**config.mk**
```make
export PLATFORM = sky130hd
export DESIGN_NAME = alu_packet_engine
export DESIGN_NICKNAME = d
export VERILOG_FILES = /design/src/rtl/alu_pkg.sv /design/src/rtl/alu_operand_collector.sv /design/src/rtl/alu_packet_engine.sv
export SDC_FILE = /design/constraint.sdc
export NUM_CORES = 1
export LEC_CHECK = 0
export CORE_MARGIN = 3
export CORE_UTILIZATION = 25
export DETAILED_ROUTE_END_ITERATION = 6
export GPL_TIMING_DRIVEN = 0
export PLACE_DENSITY = 0.42
export SYNTH_ARGS = -nofsm -noshare
export SYNTH_HDL_FRONTEND = slang
export SYNTH_HIERARCHICAL = 1
export SYNTH_SLANG_ARGS = --single-unit
```
**constraint.sdc**
```tcl
create_clock -name clk_i -period 6.9 [get_ports clk_i]
set_input_delay 1.38 -clock clk_i [delete_from_list [all_inputs] [get_ports clk_i]]
set_output_delay 1.38 -clock clk_i [all_outputs]
set_load 0.01 [all_outputs]
```
**src/rtl/alu_pkg.sv**
```systemverilog
// Shared definitions for the UART ALU packet engine: opcodes, FSM states,
// header constants and the reduce-operation helper.
package alu_pkg;

   localparam int HEADER_BYTES = 4;
   localparam int LEN_WIDTH    = 16;

   typedef enum logic [7:0] {
      OP_ADD  = 8'h01,
      OP_SUB  = 8'h02,
      OP_AND  = 8'h03,
      OP_OR   = 8'h04,
      OP_XOR  = 8'h05,
      OP_ECHO = 8'hEC
   } opcode_t;

   typedef enum logic [2:0] {
      ST_OPCODE,
      ST_RSVD,
      ST_LEN_LO,
      ST_LEN_HI,
      ST_PAYLOAD,
      ST_DRAIN,
      ST_RESULT
   } state_t;

   // True for every opcode the engine knows how to execute.
   function automatic logic is_known_op(input logic [7:0] op);
      logic known;
      case (op)
         OP_ECHO, OP_ADD, OP_SUB, OP_AND, OP_OR, OP_XOR: known = 1'b1;
         default:                                        known = 1'b0;
      endcase
      return known;
   endfunction

   // Combines an accumulator with one operand. Computed at 64 bits; the
   // caller truncates to its operand width, which keeps add/sub modulo 2^W.
   function automatic logic [63:0] reduce_op(input logic [7:0] op,
                                             input logic [63:0] a,
                                             input logic [63:0] b);
      logic [63:0] r;
      case (op)
         OP_ADD:  r = a + b;
         OP_SUB:  r = a - b;
         OP_AND:  r = a & b;
         OP_OR:   r = a | b;
         OP_XOR:  r = a ^ b;
         default: r = a;
      endcase
      return r;
   endfunction

endpackage

```
**src/rtl/alu_operand_collector.sv**
```systemverilog
// Gathers payload bytes into little-endian operand words. A word is presented
// in the same cycle as the byte that completes it; flush_i presents a partial
// word early with its missing upper bytes as zero.
module alu_operand_collector import alu_pkg::*; #(
   parameter int OPERAND_WIDTH = 32
) (
   input  logic                     clk_i,
   input  logic                     rst_ni,
   input  logic                     clear_i,
   input  logic [7:0]               byte_i,
   input  logic                     byte_valid_i,
   input  logic                     flush_i,
   output logic [OPERAND_WIDTH-1:0] word_o,
   output logic                     word_valid_o
);

   localparam int NB    = OPERAND_WIDTH / 8;
   localparam int IDX_W = (NB > 1) ? $clog2(NB) : 1;
   localparam logic [IDX_W-1:0] LAST_IDX = IDX_W'(NB - 1);

   logic [OPERAND_WIDTH-1:0] lanes_q;
   logic [IDX_W-1:0]         idx_q;
   logic [OPERAND_WIDTH-1:0] byte_lane;

   // Place the incoming byte in its lane and merge it with the bytes so far.
   always_comb begin
      byte_lane    = OPERAND_WIDTH'(byte_i) << {idx_q, 3'b000};
      word_o       = lanes_q | byte_lane;
      word_valid_o = byte_valid_i & ((idx_q == LAST_IDX) | flush_i);
   end

   // Hold the partial word; restart empty after each emitted word.
   always_ff @(posedge clk_i) begin
      if (!rst_ni || clear_i) begin
         lanes_q <= '0;
         idx_q   <= '0;
      end else if (byte_valid_i) begin
         if (word_valid_o) begin
            lanes_q <= '0;
            idx_q   <= '0;
         end else begin
            lanes_q <= word_o;
            idx_q   <= idx_q + 1'b1;
         end
      end
   end

endmodule

```
**src/rtl/alu_packet_engine.sv**
```systemverilog
// Packet-processing core of the UART ALU. Parses opcode/reserved/length
// headers, echoes or reduces the payload and serialises the result LSB first.
// Handshake rule on both streams: a byte transfers on a rising clk_i edge
// where tvalid and tready are both high; a valid byte is held stable until
// it transfers.
module alu_packet_engine import alu_pkg::*; #(
   parameter int OPERAND_WIDTH = 32
) (
   input  logic       clk_i,
   input  logic       rst_ni,
   input  logic [7:0] s_axis_tdata,
   input  logic       s_axis_tvalid,
   output logic       s_axis_tready,
   output logic [7:0] m_axis_tdata,
   output logic       m_axis_tvalid,
   input  logic       m_axis_tready,
   output logic       busy_o,
   output logic       error_o
);

   localparam int NB = OPERAND_WIDTH / 8;

   // state_q is left as a plain named register so checkers can observe it.
   state_t                   state_q;
   logic [7:0]               opcode_q;
   logic [7:0]               len_lo_q;
   logic [LEN_WIDTH-1:0]     cnt_q;
   logic [OPERAND_WIDTH-1:0] acc_q;
   logic                     first_q;
   logic [OPERAND_WIDTH-1:0] res_q;
   logic [3:0]               res_cnt_q;
   logic                     error_q;

   logic                     echo_pass;
   logic                     reduce_pay;
   logic                     s_hs;
   logic                     m_hs;
   logic                     last_byte;
   logic [LEN_WIDTH-1:0]     len_full;
   logic [OPERAND_WIDTH-1:0] word;
   logic                     word_valid;
   logic [OPERAND_WIDTH-1:0] acc_next;

   // Decode the current payload mode and the stream handshakes.
   always_comb begin
      echo_pass  = (state_q == ST_PAYLOAD) && (opcode_q == OP_ECHO);
      reduce_pay = (state_q == ST_PAYLOAD) && (opcode_q != OP_ECHO);
      s_hs       = s_axis_tvalid & s_axis_tready;
      m_hs       = m_axis_tvalid & m_axis_tready;
      last_byte  = (cnt_q == LEN_WIDTH'(1));
      len_full   = {s_axis_tdata, len_lo_q};
   end

   // Input readiness: echo borrows the transmitter's ready, RESULT blocks input.
   always_comb begin
      case (state_q)
         ST_RESULT:  s_axis_tready = 1'b0;
         ST_PAYLOAD: s_axis_tready = (opcode_q == OP_ECHO) ? m_axis_tready : 1'b1;
         default:    s_axis_tready = 1'b1;
      endcase
   end

   // Output stream: echo passes through, RESULT drives the serialiser register.
   always_comb begin
      if (echo_pass) begin
         m_axis_tdata  = s_axis_tdata;
         m_axis_tvalid = s_axis_tvalid;
      end else if (state_q == ST_RESULT) begin
         m_axis_tdata  = res_q[7:0];
         m_axis_tvalid = 1'b1;
      end else begin
         m_axis_tdata  = 8'h00;
         m_axis_tvalid = 1'b0;
      end
      busy_o  = (state_q != ST_OPCODE);
      error_o = error_q;
   end

   alu_operand_collector #(
      .OPERAND_WIDTH (OPERAND_WIDTH)
   ) u_collector (
      .clk_i        (clk_i),
      .rst_ni       (rst_ni),
      .clear_i      ((state_q == ST_LEN_HI) && s_hs),
      .byte_i       (s_axis_tdata),
      .byte_valid_i (reduce_pay && s_hs),
      .flush_i      (last_byte),
      .word_o       (word),
      .word_valid_o (word_valid)
   );

   // Accumulator update: the first operand loads, later ones are reduced in.
   always_comb begin
      acc_next = acc_q;
      if (word_valid) begin
         if (first_q) acc_next = word;
         else acc_next = OPERAND_WIDTH'(reduce_op(opcode_q, 64'(acc_q), 64'(word)));
      end
   end

   // Packet FSM with payload counter, accumulator and result serialiser.
   always_ff @(posedge clk_i) begin
      if (!rst_ni) begin
         state_q   <= ST_OPCODE;
         opcode_q  <= 8'h00;
         len_lo_q  <= 8'h00;
         cnt_q     <= '0;
         acc_q     <= '0;
         first_q   <= 1'b1;
         res_q     <= '0;
         res_cnt_q <= '0;
         error_q   <= 1'b0;
      end else begin
         error_q <= 1'b0;
         acc_q   <= acc_next;
         if (word_valid) first_q <= 1'b0;
         case (state_q)
            ST_OPCODE: begin
               if (s_hs) begin
                  opcode_q <= s_axis_tdata;
                  state_q  <= ST_RSVD;
               end
            end
            ST_RSVD: begin
               if (s_hs) state_q <= ST_LEN_LO;
            end
            ST_LEN_LO: begin
               if (s_hs) begin
                  len_lo_q <= s_axis_tdata;
                  state_q  <= ST_LEN_HI;
               end
            end
            ST_LEN_HI: begin
               if (s_hs) begin
                  cnt_q   <= len_full - LEN_WIDTH'(HEADER_BYTES);
                  acc_q   <= '0;
                  first_q <= 1'b1;
                  if (len_full < LEN_WIDTH'(HEADER_BYTES)) begin
                     error_q <= 1'b1;
                     state_q <= ST_OPCODE;
                  end else if (!is_known_op(opcode_q)) begin
                     // An unknown opcode with no payload has nothing to drain.
                     error_q <= 1'b1;
                     state_q <= (len_full == LEN_WIDTH'(HEADER_BYTES)) ? ST_OPCODE : ST_DRAIN;
                  end else if (len_full == LEN_WIDTH'(HEADER_BYTES)) begin
                     if (opcode_q == OP_ECHO) begin
                        state_q <= ST_OPCODE;
                     end else begin
                        res_q     <= '0;
                        res_cnt_q <= 4'(NB);
                        state_q   <= ST_RESULT;
                     end
                  end else begin
                     state_q <= ST_PAYLOAD;
                  end
               end
            end
            ST_PAYLOAD: begin
               if (s_hs) begin
                  cnt_q <= cnt_q - 1'b1;
                  if (last_byte) begin
                     if (opcode_q == OP_ECHO) begin
                        state_q <= ST_OPCODE;
                     end else begin
                        // The last operand is folded in this cycle, so load acc_next.
                        res_q     <= acc_next;
                        res_cnt_q <= 4'(NB);
                        state_q   <= ST_RESULT;
                     end
                  end
               end
            end
            ST_DRAIN: begin
               if (s_hs) begin
                  cnt_q <= cnt_q - 1'b1;
                  if (last_byte) state_q <= ST_OPCODE;
               end
            end
            ST_RESULT: begin
               if (m_hs) begin
                  res_q     <= res_q >> 8;
                  res_cnt_q <= res_cnt_q - 1'b1;
                  if (res_cnt_q == 4'd1) state_q <= ST_OPCODE;
               end
            end
            default: state_q <= ST_OPCODE;
         endcase
      end
   end

endmodule

```
==> flow_metrics.py <==
metrics = {
    "routing": {
        "drt-total-wl_mm": 47.2,
        "first_pass_iters": 5,
        "ant_nets": 0,
        "viasPerCell": 5.40,
        "first_iter_violations": 1036,
        "drc": 0,
        "via_count": 11300,
        "wl_per_cell_um": 22.5,
    },
    "power_and_ir_drop": {
        "leakagePower_nw": 4.97,
        "power_mw": 2.38,
        "combPwrFrac_pct": 23.9,
        "worst_ir_drop_vdd_uv": 181,
        "switching_share_pct": 35.7,
        "pwr_density_cell_nw_per_um2": 184,
        "intPower_mw": 1.53,
        "power_frac_seq_pct": 35.4,
        "clkPwrFrac_pct": 40.6,
        "switchingPower_mw": 0.849,
    },
    "clocking": {
        "numCtsBuffers": 17,
        "cts.clk_slew.worst_paths_ns": 0.07,
        "clockBufferDepth": 2,
        "htreeDepth": 4,
        "worstSkewPairLatency_ns": 0.45,
        "cts_num_sinks": 139,
        "holdBufCountCts": 0,
        "cts_tree": "built",
        "cts-root-buf": "clkbuf_16",
    },
    "finish": {
        "n_antenna_cell": 0,
        "fin_cells": 2093,
        "post_route_cells_drive_above_1_share_pct": 7.40,
        "areaGrowthSynthToFinish_pct": 14.7,
        "nets": 1604,
    },
    "floorplanning": {
        "core_um2": 44400,
        "start_util_pct": 25.5,
        "num_io_pins": 24,
        "die_h_um": 219,
        "dieArea_um2": 47800,
        "rows": 77,
        "dieWidth_um": 219,
    },
    "timing": {
        "max_slew_margin_pct": 25.4,
        "hold_viol": 0,
        "finalWorstSetupSlack_ns": 0.285,
        "fmax_mhz": 151,
        "slew_viol_final": 0,
        "period_share_pct": 95.9,
        "final.setup.tns_ns": 0,
        "final.min_clock_period_ns": 6.62,
        "rsz0062_at_grt": "no",
        "hold_ws_ns": 0.461,
        "setup_viol": 0,
        "tightest_slew_ns": 1.11,
        "fin_skew_ns": 0.0126,
    },
    "worst_hold_path": {
        "holdCritPathClass": "flip-flop to flip-flop",
        "hold_end": "u_collector/lanes_q[6]$_SDFFE_PP0P_",
        "min_from": "u_collector/lanes_q[6]$_SDFFE_PP0P_",
        "whs_path_depth": 2,
    },
    "setup_path": {
        "cp_max_fo": 9,
        "rrSetupSlack_ns": 0.81,
        "arrival_ns": 6.96,
        "crit_type": "primary input to flip-flop",
        "endpoint_kind": "flip-flop",
        "critPathRequiredTime_ns": 7.25,
        "regToRegEndpoint": "res_q[28]$_SDFFE_PN0P_",
        "rr_worst_depth": 17,
        "cp-start-kind": "primary input",
        "r2r-start": "opcode_q[7]$_SDFFE_PN0P_",
    },
    "placed_design": {
        "port_buffers": 20,
        "placed_cells": 2058,
        "dp_hpwl_mm": 35.5,
        "dp_slack_ns": -1.07,
        "globalplace.congestion": 0.879,
    },
    "grt": {
        "grt_pass1_wl_mm": 71.0,
        "antenna_found_initial": 2,
        "first_global_vias": 11100,
        "grt_usage_pct": 19.8,
        "grt_max_degree": 17,
        "gr-total-overflow": 0,
    },
    "synthesis": {
        "synth_area_um2": 11300,
        "ys.flop_type": "dfxtp_1",
        "synth_mux_area_share_pct": 1.96,
        "synth.net_count": 1562,
        "synth_fa_ha_area_share_pct": 11.6,
        "synth-xor-area-share_pct": 4.48,
        "synth_cell_types": 86,
        "synth_edf_count": 0,
        "synthSimpleGateAreaFrac_pct": 20.1,
        "syn_inst": 1446,
        "synth_top_family_by_area": "compound AO/OA/AOI/OAI gates",
        "synth-seq-cells": 139,
        "yosys_warnings": 6,
        "synth_compound_area_share_pct": 29.8,
        "avgSynthCellArea_um2": 7.82,
        "ys_seq_area_share_pct": 24.6,
        "async_reset_ff_share_pct": 0,
    },
    "run": {
        "drv_cap": 0,
    },
    "status": {
        "outcome": "finished clean",
    },
}
## kinds of logic after synthesis
logic type / after synthesis
AND/OR/NAND/NOR: 439
flip-flops: 139
AO/OA/AOI/OAI: 480
adder cells (fa/ha/maj): 104
multiplexers: 22
buffers and inverters: 205
XOR/XNOR: 57
## worst max-delay path, stage by stage
cell,delay (ns)
clkdlybuf4s50_1,0.81
clkbuf_2,0.37
a21o_1,0.25
inv_1,0.11
ha_1,0.21
nand2_1,0.20
or2_2,0.15
clkbuf_1,0.37
nand2_1,0.14
xnor2_1,0.17
ha_1,0.39
and3_1,0.23
and4_1,0.26
nand3_1,0.24
a2111oi_4,0.60
nor3_1,0.12
a211oi_1,0.26
mux2_2,0.41
o31a_1,0.28
## layout by cell type, fill, tap and decap left out, types with 18 or more instances in the layout
cell type	n
a211oi_1	24
a21o_1	46
a21oi_1	77
a22o_1	18
a22oi_1	25
clkbuf_1	65
clkdlybuf4s50_1	18
dfxtp_1	139
ha_1	103
inv_1	109
mux2i_1	21
nand2_1	101
nand3_1	25
nor2_1	124
nor2b_1	26
nor3_1	41
o21ai_0	99
xnor2_1	43
## cell type report
| class | count | area, µm² |
|---|---|---|
| fill | 4824 | 31400 |
| multi-input combinational | 1102 | 7790 |
| sequential | 139 | 2780 |
| tap | 592 | 741 |
| clock buffer | 18 | 439 |
| buffer | 95 | 428 |
| inverter | 110 | 413 |
| timing repair buffer | 23 | 228 |
| clock inverter | 14 | 153 |
## worst max-delay path by stage
| stage | startpoint | endpoint | slack (ns) | cells after the start |
|---|---|---|---|---|
| 3_3_place_gp | s_axis_tdata[2] | res_q[28]$_SDFFE_PN0P_ | -1.19 | 17 |
| 6_report | s_axis_tdata[1] | res_q[28]$_SDFFE_PN0P_ | 0.28 | 19 |
| 5_1_grt | s_axis_tdata[1] | res_q[21]$_SDFFE_PN0P_ | 0.11 | 20 |
| 4_1_cts | s_axis_tdata[5] | res_q[24]$_SDFFE_PN0P_ | 0.0007 | 19 |
| 2_1_floorplan | s_axis_tdata[5] | res_q[28]$_SDFFE_PN0P_ | 1.07 | 16 |
| 3_5_place_dp | s_axis_tdata[2] | res_q[28]$_SDFFE_PN0P_ | -1.07 | 17 |
## Yosys cell counts (all sizes together) (4+ instances only)
| cell | number | area share (%) |
|---|---|---|
| xor2 | 13 | 1.0 |
| nor2b | 26 | 1.4 |
| a211oi | 36 | 2.9 |
| nand4b | 17 | 1.3 |
| a21o | 46 | 3.1 |
| nand4 | 8 | 0.44 |
| inv | 110 | 3.7 |
| o21ai | 102 | 4.5 |
| nor3b | 7 | 0.46 |
| or4 | 5 | 0.40 |
| a21boi | 6 | 0.40 |
| clkbuf | 67 | 2.2 |
| a21oi | 79 | 3.5 |
| o221ai | 18 | 1.4 |
| nand2b | 17 | 0.94 |
| o41ai | 6 | 0.46 |
| a32oi | 7 | 0.54 |
| a31oi | 11 | 0.66 |
| and2 | 12 | 0.66 |
| nor4b | 4 | 0.31 |
| nand4bb | 9 | 0.90 |
| ha | 103 | 11 |
| o211ai | 10 | 0.66 |
| a22oi | 25 | 1.7 |
| a41oi | 12 | 0.93 |
| o31ai | 11 | 0.73 |
| or3 | 12 | 0.71 |
| mux2i | 21 | 1.9 |
| o21a | 11 | 0.74 |
| dfxtp | 139 | 25 |
| a221o | 7 | 0.62 |
| a22o | 18 | 1.4 |
| buf | 28 | 1.5 |
| and3 | 7 | 0.39 |
| nor4 | 5 | 0.54 |
| nand3 | 25 | 1.1 |
| nor2 | 124 | 4.1 |
| nor3 | 45 | 2.0 |
| a221oi | 16 | 1.2 |
| or2 | 6 | 0.33 |
| o21bai | 6 | 0.40 |
| nand2 | 101 | 3.4 |
| xnor2 | 44 | 3.5 |
| o22ai | 16 | 0.89 |
## layer usage
metal  track usage [%]  up-vias  share of wire (%)
li1                  -     5388                  -
met1              26.8     5522                 46
met2              32.0      333                 45
met3              3.81       65                6.3
met4              5.81        2                2.6
met5                 0        -              0.028
## through the flow
stage / utilization (%) / area [µm²]
CTS: 29.0 / 12900
global placement: 27.6 / 12200
floorplan: - / 11300
detailed placement: 27.6 / 12200
global route: 29.2 / 13000
finish: 29.2 / 13000
## power groups by stage
| stage | Combinational [mW] | Sequential (mW) | Clock [mW] |
|---|---|---|---|
| 6_report | 0.570 | 0.843 | 0.967 |
| 5_1_grt | 0.624 | 0.846 | 1.02 |
| 4_1_cts | 0.565 | 0.843 | 0.985 |
| 3_5_place_dp | 0.563 | 0.861 | 0 |
| 3_3_place_gp | 0.564 | 0.861 | 0 |
| 2_1_floorplan | 0.383 | 0.856 | 0 |
## sequential cells by signal, summed over array words and instances, names as in the netlist
register	count
error_o	1
res_cnt_q	4
u_collector/idx_q	2
res_q	32
first_q	1
cnt_q	16
len_lo_q	8
u_collector/lanes_q	32
opcode_q	8
acc_q	32
state_q	3
## repair_timing
| item | 4_1_cts | 5_1_grt |
|---|---|---|
| gates cloned | 0 | 0 |
| resized for setup | 6 | 17 |
| setup endpoints to repair | 10 | 21 |
| pin swaps | 0 | 1 |
| hold endpoints to repair | 0 | 0 |
| setup buffers | 0 | 3 |
Power figures use the tool's default switching activity.
